## src/rtl/fft_butterfly_if.sv

```systemverilog
// Operand/result bundle for the radix-2 butterfly: valid/ready on the operand side and on the result side.
interface fft_butterfly_if;
  logic       in_valid;
  logic       in_ready;
  logic [7:0] a_re;
  logic [7:0] a_im;
  logic [7:0] b_re;
  logic [7:0] b_im;
  logic [7:0] rew;
  logic [7:0] imw;
  logic       out_valid;
  logic       out_ready;
  logic [7:0] x_re;
  logic [7:0] x_im;
  logic [7:0] y_re;
  logic [7:0] y_im;

  modport master (
    output in_valid, a_re, a_im, b_re, b_im, rew, imw, out_ready,
    input  in_ready, out_valid, x_re, x_im, y_re, y_im
  );

  modport slave (
    input  in_valid, a_re, a_im, b_re, b_im, rew, imw, out_ready,
    output in_ready, out_valid, x_re, x_im, y_re, y_im
  );
endinterface

```

## src/rtl/fft_butterfly.sv

```systemverilog
// Radix-2 DIT butterfly, Q1.7 in/out, 3 register stages (operands, products, saturated results).
// One global advance enable stalls every stage together while a result waits; in_ready = advance.
module fft_butterfly (
  input  logic           clk,
  input  logic           reset,
  fft_butterfly_if.slave bus
);

  logic adv;

  logic              s1_vld;
  logic signed [7:0] s1_a_re, s1_a_im, s1_b_re, s1_b_im, s1_rew, s1_imw;

  logic              s2_vld;
  logic signed [7:0] s2_a_re, s2_a_im;
  logic signed [15:0] s2_rr, s2_ii, s2_ri, s2_ir;

  logic signed [16:0] p_re, p_im;
  logic signed [9:0]  bw_re, bw_im;
  logic signed [10:0] sum_xr, sum_xi, sum_yr, sum_yi;

  logic       s3_vld;
  logic [7:0] x_re_q, x_im_q, y_re_q, y_im_q;

  function automatic logic [7:0] sat8(input logic signed [10:0] v);
    if (v > 11'sd127)
      return 8'h7F;
    else if (v < -11'sd128)
      return 8'h80;
    else
      return v[7:0];
  endfunction

  assign adv           = !s3_vld || bus.out_ready;
  assign bus.in_ready  = adv;
  assign bus.out_valid = s3_vld;
  assign bus.x_re      = x_re_q;
  assign bus.x_im      = x_im_q;
  assign bus.y_re      = y_re_q;
  assign bus.y_im      = y_im_q;

  // Stage 1: operand capture
  always_ff @(posedge clk) begin
    if (reset)
      s1_vld <= 1'b0;
    else if (adv)
      s1_vld <= bus.in_valid;
  end

  always_ff @(posedge clk) begin
    if (adv && bus.in_valid) begin
      s1_a_re <= bus.a_re;
      s1_a_im <= bus.a_im;
      s1_b_re <= bus.b_re;
      s1_b_im <= bus.b_im;
      s1_rew  <= bus.rew;
      s1_imw  <= bus.imw;
    end
  end

  // Stage 2: the four partial products, kept separate so the add lands in stage 3
  always_ff @(posedge clk) begin
    if (reset)
      s2_vld <= 1'b0;
    else if (adv)
      s2_vld <= s1_vld;
  end

  always_ff @(posedge clk) begin
    if (adv && s1_vld) begin
      s2_a_re <= s1_a_re;
      s2_a_im <= s1_a_im;
      s2_rr   <= s1_b_re * s1_rew;
      s2_ii   <= s1_b_im * s1_imw;
      s2_ri   <= s1_b_re * s1_imw;
      s2_ir   <= s1_b_im * s1_rew;
    end
  end

  // Stage 3 datapath: |bw| can reach 255, so x/y need the clamp
  always_comb begin
    p_re   = {s2_rr[15], s2_rr} - {s2_ii[15], s2_ii};
    p_im   = {s2_ri[15], s2_ri} + {s2_ir[15], s2_ir};
    bw_re  = p_re[16:7];
    bw_im  = p_im[16:7];
    sum_xr = {{3{s2_a_re[7]}}, s2_a_re} + {bw_re[9], bw_re};
    sum_xi = {{3{s2_a_im[7]}}, s2_a_im} + {bw_im[9], bw_im};
    sum_yr = {{3{s2_a_re[7]}}, s2_a_re} - {bw_re[9], bw_re};
    sum_yi = {{3{s2_a_im[7]}}, s2_a_im} - {bw_im[9], bw_im};
  end

  always_ff @(posedge clk) begin
    if (reset) begin
      s3_vld <= 1'b0;
      x_re_q <= 8'h00;
      x_im_q <= 8'h00;
      y_re_q <= 8'h00;
      y_im_q <= 8'h00;
    end else if (adv) begin
      s3_vld <= s2_vld;
      if (s2_vld) begin
        x_re_q <= sat8(sum_xr >>> 1);
        x_im_q <= sat8(sum_xi >>> 1);
        y_re_q <= sat8(sum_yr >>> 1);
        y_im_q <= sat8(sum_yi >>> 1);
      end else begin
        x_re_q <= 8'h00;
        x_im_q <= 8'h00;
        y_re_q <= 8'h00;
        y_im_q <= 8'h00;
      end
    end
  end

endmodule

```

## src/flat_wrapper.sv

```systemverilog
// flat-port wrapper written by rule: the top's interface ports become plain ports
module fft_butterfly_flat 
  (clk, reset, bus_in_valid, bus_a_re, bus_a_im, bus_b_re, bus_b_im, bus_rew, bus_imw, bus_out_ready, bus_in_ready, bus_out_valid, bus_x_re, bus_x_im, bus_y_re, bus_y_im);
  fft_butterfly_if bus_i ();
  input  logic clk;
  input  logic reset;
  input wire logic [$bits(bus_i.in_valid)-1:0] bus_in_valid;
  input wire logic [$bits(bus_i.a_re)-1:0] bus_a_re;
  input wire logic [$bits(bus_i.a_im)-1:0] bus_a_im;
  input wire logic [$bits(bus_i.b_re)-1:0] bus_b_re;
  input wire logic [$bits(bus_i.b_im)-1:0] bus_b_im;
  input wire logic [$bits(bus_i.rew)-1:0] bus_rew;
  input wire logic [$bits(bus_i.imw)-1:0] bus_imw;
  input wire logic [$bits(bus_i.out_ready)-1:0] bus_out_ready;
  output wire logic [$bits(bus_i.in_ready)-1:0] bus_in_ready;
  output wire logic [$bits(bus_i.out_valid)-1:0] bus_out_valid;
  output wire logic [$bits(bus_i.x_re)-1:0] bus_x_re;
  output wire logic [$bits(bus_i.x_im)-1:0] bus_x_im;
  output wire logic [$bits(bus_i.y_re)-1:0] bus_y_re;
  output wire logic [$bits(bus_i.y_im)-1:0] bus_y_im;
  assign bus_i.in_valid = bus_in_valid;
  assign bus_i.a_re = bus_a_re;
  assign bus_i.a_im = bus_a_im;
  assign bus_i.b_re = bus_b_re;
  assign bus_i.b_im = bus_b_im;
  assign bus_i.rew = bus_rew;
  assign bus_i.imw = bus_imw;
  assign bus_i.out_ready = bus_out_ready;
  assign bus_in_ready = bus_i.in_ready;
  assign bus_out_valid = bus_i.out_valid;
  assign bus_x_re = bus_i.x_re;
  assign bus_x_im = bus_i.x_im;
  assign bus_y_re = bus_i.y_re;
  assign bus_y_im = bus_i.y_im;
  fft_butterfly u_core (.clk(clk), .reset(reset), .bus(bus_i));
endmodule
```

## config.mk

```make
export PLATFORM = sky130hd
export DESIGN_NAME = fft_butterfly_flat
export DESIGN_NICKNAME = d
export VERILOG_FILES = /design/src/rtl/fft_butterfly_if.sv /design/src/rtl/fft_butterfly.sv /design/src/flat_wrapper.sv
export SDC_FILE = /design/constraint.sdc
export NUM_CORES = 1
export LEC_CHECK = 0
export BUFFER_PORTS_ARGS = -buffer_cell sky130_fd_sc_hd__buf_2
export CORE_ASPECT_RATIO = 1.2
export CORE_UTILIZATION = 25
export CTS_CLUSTER_SIZE = 16
export DETAILED_ROUTE_END_ITERATION = 6
export MAX_ROUTING_LAYER = met4
export PLACE_DENSITY = 0.41
export SLEW_MARGIN = 30
export SYNTH_ARGS = -nofsm -noshare
export SYNTH_HDL_FRONTEND = slang
export SYNTH_SLANG_ARGS = --single-unit
```

## constraint.sdc

```tcl
create_clock -name clk -period 5 [get_ports clk]
set_input_delay 0.75 -clock clk [delete_from_list [all_inputs] [get_ports clk]]
set_output_delay 0.75 -clock clk [all_outputs]
set_load 0.02 [all_outputs]
```

# ---- Word level (Yosys, flattened, before mapping)
# Index checks and enable logic that the tools add are counted.
dict set report op_classes {
  n_bitwise 0
  n_reduce_logical 4
  n_lt_le_gt_ge 8
  n_eq_ne 0
  n_mux 12
  multipliers 4
  n_div 0
  shifts 0
  addsub 6
}
# op n
set ops {}
lappend ops {{$mux W8} 12}
lappend ops {{$mul A8 B8 Y16} 4}
lappend ops {{$gt A10 B8 Y1 const B} 4}
lappend ops {{$lt A10 B8 Y1 const B} 4}
lappend ops {{$add A8 B10 Y11} 2}
lappend ops {{$sub A8 B10 Y11} 2}
lappend ops {{$add A16 B16 Y17} 1}
lappend ops {{$sub A16 B16 Y17} 1}
lappend ops {{$logic_and A1 B1 Y1} 2}
lappend ops {{$logic_not A1 Y1} 1}
lappend ops {{$logic_or A1 B1 Y1} 1}
dict set report word_totals {
  latchBits 0
  mem_bits_rw 0
  elab_cells 53
  input_bits 52
  mem_count 0
  romBits 0
  reg_bits 163
  output_inout_bits 34
}

# ---- Longest topological paths before layout
dict set report depth {
  word_depth 6
  depth_mapped 21
  ltp_nobuf 21
}

# ---- Worst setup path after synthesis
# OpenSTA, ideal clock, no wires.
dict set report synth_timing {
  path_type {reg-to-reg}
  startpoint {reg u_core.s1_imw[1]}
  endpoint {reg u_core.s2_ri[14] (data pin)}
  synth_period_minus_slack_ns 4.825
  t_required_ns 4.739
  t_arrival_ns 4.564
  path_slack_ns 0.175
  path_stages_with_launch 20
  setup_ns 0.261
  n_path_buf 1
  path_cell_list {edfxtp_1 > clkbuf_1 > and2_1 > fa_1 > inv_1 > fa_1 > inv_1 > fa_1 > inv_1 > fa_1 > inv_1 > ha_1 > o21ai_0 > a21boi_0 > o21ai_0 > a21boi_0 > o21ai_0 > a21boi_0 > nor4_1 > a311o_1}
}
dict set report synth_via {
  elab_chain_cells 1
}
# element line_no
set synth_lines {}
lappend synth_lines {{start, declared} fft_butterfly.sv:12} ;# logic signed [7:0] s1_a_re, s1_a_im, s1_b_re, s1_b_im, s1_rew, s1_imw;
lappend synth_lines {{start signal, assigned} fft_butterfly.sv:57} ;# s1_imw <= bus.imw;
lappend synth_lines {{$mul A8 B8 Y16} fft_butterfly.sv:75} ;# s2_ri <= s1_b_re * s1_imw;
lappend synth_lines {{end signal, assigned} fft_butterfly.sv:75}
lappend synth_lines {{end, declared} fft_butterfly.sv:16} ;# logic signed [15:0] s2_rr, s2_ii, s2_ri, s2_ir;
# Every way passes these cells.
# A chain may end at the register's enable or synchronous reset.

# ---- Final worst setup path
dict set report layout_timing {
  startpoint {reg u_core.s1_b_im[3]}
  endpoint {reg u_core.s2_ii[15] (data pin)}
}
dict set report layout_via {
  elab_chain_cells 1
}
# element line_no
set layout_lines {}
lappend layout_lines {{start, declared} fft_butterfly.sv:12}
lappend layout_lines {{start signal, assigned} fft_butterfly.sv:55} ;# s1_b_im <= bus.b_im;
lappend layout_lines {{$mul A8 B8 Y16} fft_butterfly.sv:74} ;# s2_ii <= s1_b_im * s1_imw;
lappend layout_lines {{end signal, assigned} fft_butterfly.sv:74}
lappend layout_lines {{end, declared} fft_butterfly.sv:16}
# Every way passes these cells.

==> impl_results.md <==
- Status: completed
- Via Count: 12.66k
- CP Class: flop to flop
- Clock Path Buffers: 2
- Cell area after synthesis: 0.01793 mm2
- Area Overhead vs Synth: 20.04%
- Syn avg cell area: 9.981 um2
- Post-layout nets: 2462
- Vias/cell: 4.311
- Maxcap violations: 0
- Post-CTS Hold Buffers: 0
- Drt pass-1 iters: 5
- Die Y: 295.3 um
- EDFF count, synth: 128
- CP dominant cell by count: fa_1
- CP Launch Type: flop
- FP Rows: 107
- Clock slew at reported path FFs: 0.08 ns
- GRT overflow: 0
- Core area: 0.07096 mm2
- Htree depth: 4
- Crit path cell chain: buf_6 > nand2_2 > fa_1 > fa_1 > inv_1 > fa_1 > inv_1 > fa_1 > inv_2 > ha_4 > buf_4 > inv_2 > o21ai_1 > a21oi_2 > nor2b_2 > o2111ai_2 > nand3_2 > o41a_1 > xnor2_2
- Buffers & Inverters on Critical Path: 6
- Synth top area share: 25.02%
- Initial antenna violation count: 0
- Vias in the first global route: 13.58k
- Total Routing Usage GR: 13.13%
- Num ports: 86
- Ranking of synthesized cells by area: fa_1 (25%), edfxtp_1 (21%), ha_1 (13%)
- TritonCTS clock tree: yes
- Crit path DAT: 5.13 ns
- Remaining DRCs: 0
- Skew final: 0.01928 ns
- Min Hold Slack: 0.4136 ns
- Ys async rst share: 0%
- Critical Path Sink Type: flop
- Placed Instances: 2873
- Die Wd: 246.4 um
- CP max FO: 5
- HPWL after DPL: 36.51 mm
- Initial Utilization: 25.26%
- GP Congestion: 0.8052
- Layout cells sized above 1: 17.60%
- Unique masters post-synth: 68
- Net Count, Synth: 2260
- Non-filler instance count after layout: 2937
- Fill cells: 7503
- Largest net degree at the start of global routing: 45
- Full die area: 0.07278 mm2
- Yosys warning total: 0
- Worst-margin pin slew: 0.7298 ns
- Fin. Hold Viols: 0
- First-pass GRT wire length: 71.30 mm
- Synth Flop Type: edfxtp_1
- CTS buffer count: 17
- Cell taking the most area after synthesis: fa_1
- DRT antenna net count: 0
- Crit path time final: 4.853 ns
- Final Max Tran Viols: 0
- Family with the most delay on the worst path: adder cells
- Delay of the slowest critical-path stage: 0.53 ns
- Slowest CP cell: edfxtp_1
- Fmax: 0.2061 GHz
- Clock Tree Root: clkbuf_16
- Ant. Diodes: 0
- # port buffers: 85
- Clk_lat worst skew: 0.49 ns
- Sequential share of the synthesized area: 25.35%
- Setup-failing EPs final: 0
- Total wire length: 44.25 mm
- CP Data Required Time: 5.28 ns
- Clk sinks: 163
- Routed wire per std cell: 15.07 um
- Crit share post-route: 97.06%
- Syn Inst Count: 1796
- Min-Delay Path Class: flop to flop
- DR iter-0 viols: 452
- Synth Register Bits: 163
- Slew HR: 51.35%
## worst reg2reg max path, cell delays in order, from the launching register on
cell and delay (ns):
edfxtp_1 0.53, buf_6 0.18, nand2_2 0.07, fa_1 0.44
fa_1 0.52, inv_1 0.05, fa_1 0.52, inv_1 0.05
fa_1 0.52, inv_2 0.05, ha_4 0.20, buf_4 0.13
inv_2 0.04, o21ai_1 0.06, a21oi_2 0.18, nor2b_2 0.07
o2111ai_2 0.20, nand3_2 0.11, o41a_1 0.42, xnor2_2 0.30
## routing by layer
layer,vias up,track usage (%),routed length (um)
li1,6198,-,-
met2,135,22.16,21720
met1,6293,16.20,20880
met4,0,3.132,605
met5,-,-,0
met3,34,2.315,1046
## cells in the mapped netlist (all sizes together) (4+ instances only)
master and instances:
or2 6, a31oi 33, o21bai 7, xnor2 83, nand2b 43, or3 7, a21oi 40, a21boi 10
xor2 16, nor2 77, fa 224, a21o 19, nand2 139, o21a 14, and2 159, o2111ai 6
nor3 19, ha 188, o41a 5, edfxtp 128, o211ai 5, nor2b 18, clkbuf 50, nand3 26
inv 325, a22oi 5, dfxtp 35, and3 7, o21ai 48, nor4 5, a211o 4
## logic make-up after synthesis
family	share of synthesized area [%]
adders and majority gates	38.14
xor gates and xnor gates	4.837
buffers and inverters	7.852
AOI/OAI and AO/OA	8.739
DFF	25.35
and+or+nand+nor	15.03
muxes	0.05584
## stage by stage
step	cell area, um2	utilization [%]	worst slack (ns)	setup TNS (ns)
4_1_cts	20990	29.58	0.002625	0
5_1_grt	21520	30.33	-0.04541	-0.07792
2_1_floorplan	17930	-	0.1754	0
3_3_place_gp	20290	28.59	-0.08557	-0.2721
6_report	21520	30.33	0.1472	0
3_5_place_dp	20290	28.59	-0.1392	-0.3939
## path summary, 6_finish.rpt
check                               from                          end  slack [ns]  cells past startpoint
max          u_core.s1_b_im[3]$_DFFE_PP_   u_core.s2_ii[15]$_DFFE_PP_        0.15                     19
min          u_core.s1_a_re[0]$_DFFE_PP_  u_core.s2_a_re[0]$_DFFE_PP_        0.41                      0
max reg2reg  u_core.s1_b_im[3]$_DFFE_PP_   u_core.s2_ii[15]$_DFFE_PP_        0.15                     19
min reg2reg  u_core.s1_a_re[0]$_DFFE_PP_  u_core.s2_a_re[0]$_DFFE_PP_        0.41                      0
## final cells by class
type | count | area, um2 | share of cell area, %
Inverter | 325 | 1220 | 5.669
Sequential cell | 163 | 4544 | 21.12
Multi-Input combinational cell | 1258 | 12330 | 57.30
Tap cell | 926 | 1159 | 5.384
Clock inverter | 13 | 135.1 | 0.6280
Timing Repair Buffer | 233 | 1675 | 7.786
Clock buffer | 19 | 454.2 | 2.111
## what timing repair did
item,4_1_cts,5_1_grt
pin swaps,1,73
cloned,0,2
endpoints found under the hold margin,0,0
endpoints found under the setup margin,13,40
buffers inserted,13,19
gates resized for setup,9,100
## layout by cell type, fill, tap and decap left out, types with 7 or more instances in the layout
cell type,instances
buf_12,7
a21o_1,19
edfxtp_1,128
nand2b_1,41
a21oi_1,31
o21ai_0,30
fa_1,220
inv_1,319
o21ai_2,7
xnor2_1,77
buf_6,15
clkbuf_16,18
nand3_1,23
xor2_1,15
dfxtp_1,35
buf_2,87
nor3_1,18
nor2b_1,14
nand2_1,137
nor2_1,76
o21a_1,14
and3_1,7
a21oi_2,7
a31oi_1,30
a21boi_1,7
and2_1,156
o21ai_1,11
ha_1,179
buf_4,124
## sequential cells by signal, indices dropped and copies added, names as in the netlist, 16 cells and up
name and count:
u_core.s2_ri 16, u_core.s2_rr 16, u_core.s2_ii 16, u_core.s2_ir 16
Power is left out: the tool's default activity adds up to more than one toggle a clock period on the data nets, which glitch-free logic cannot reach.
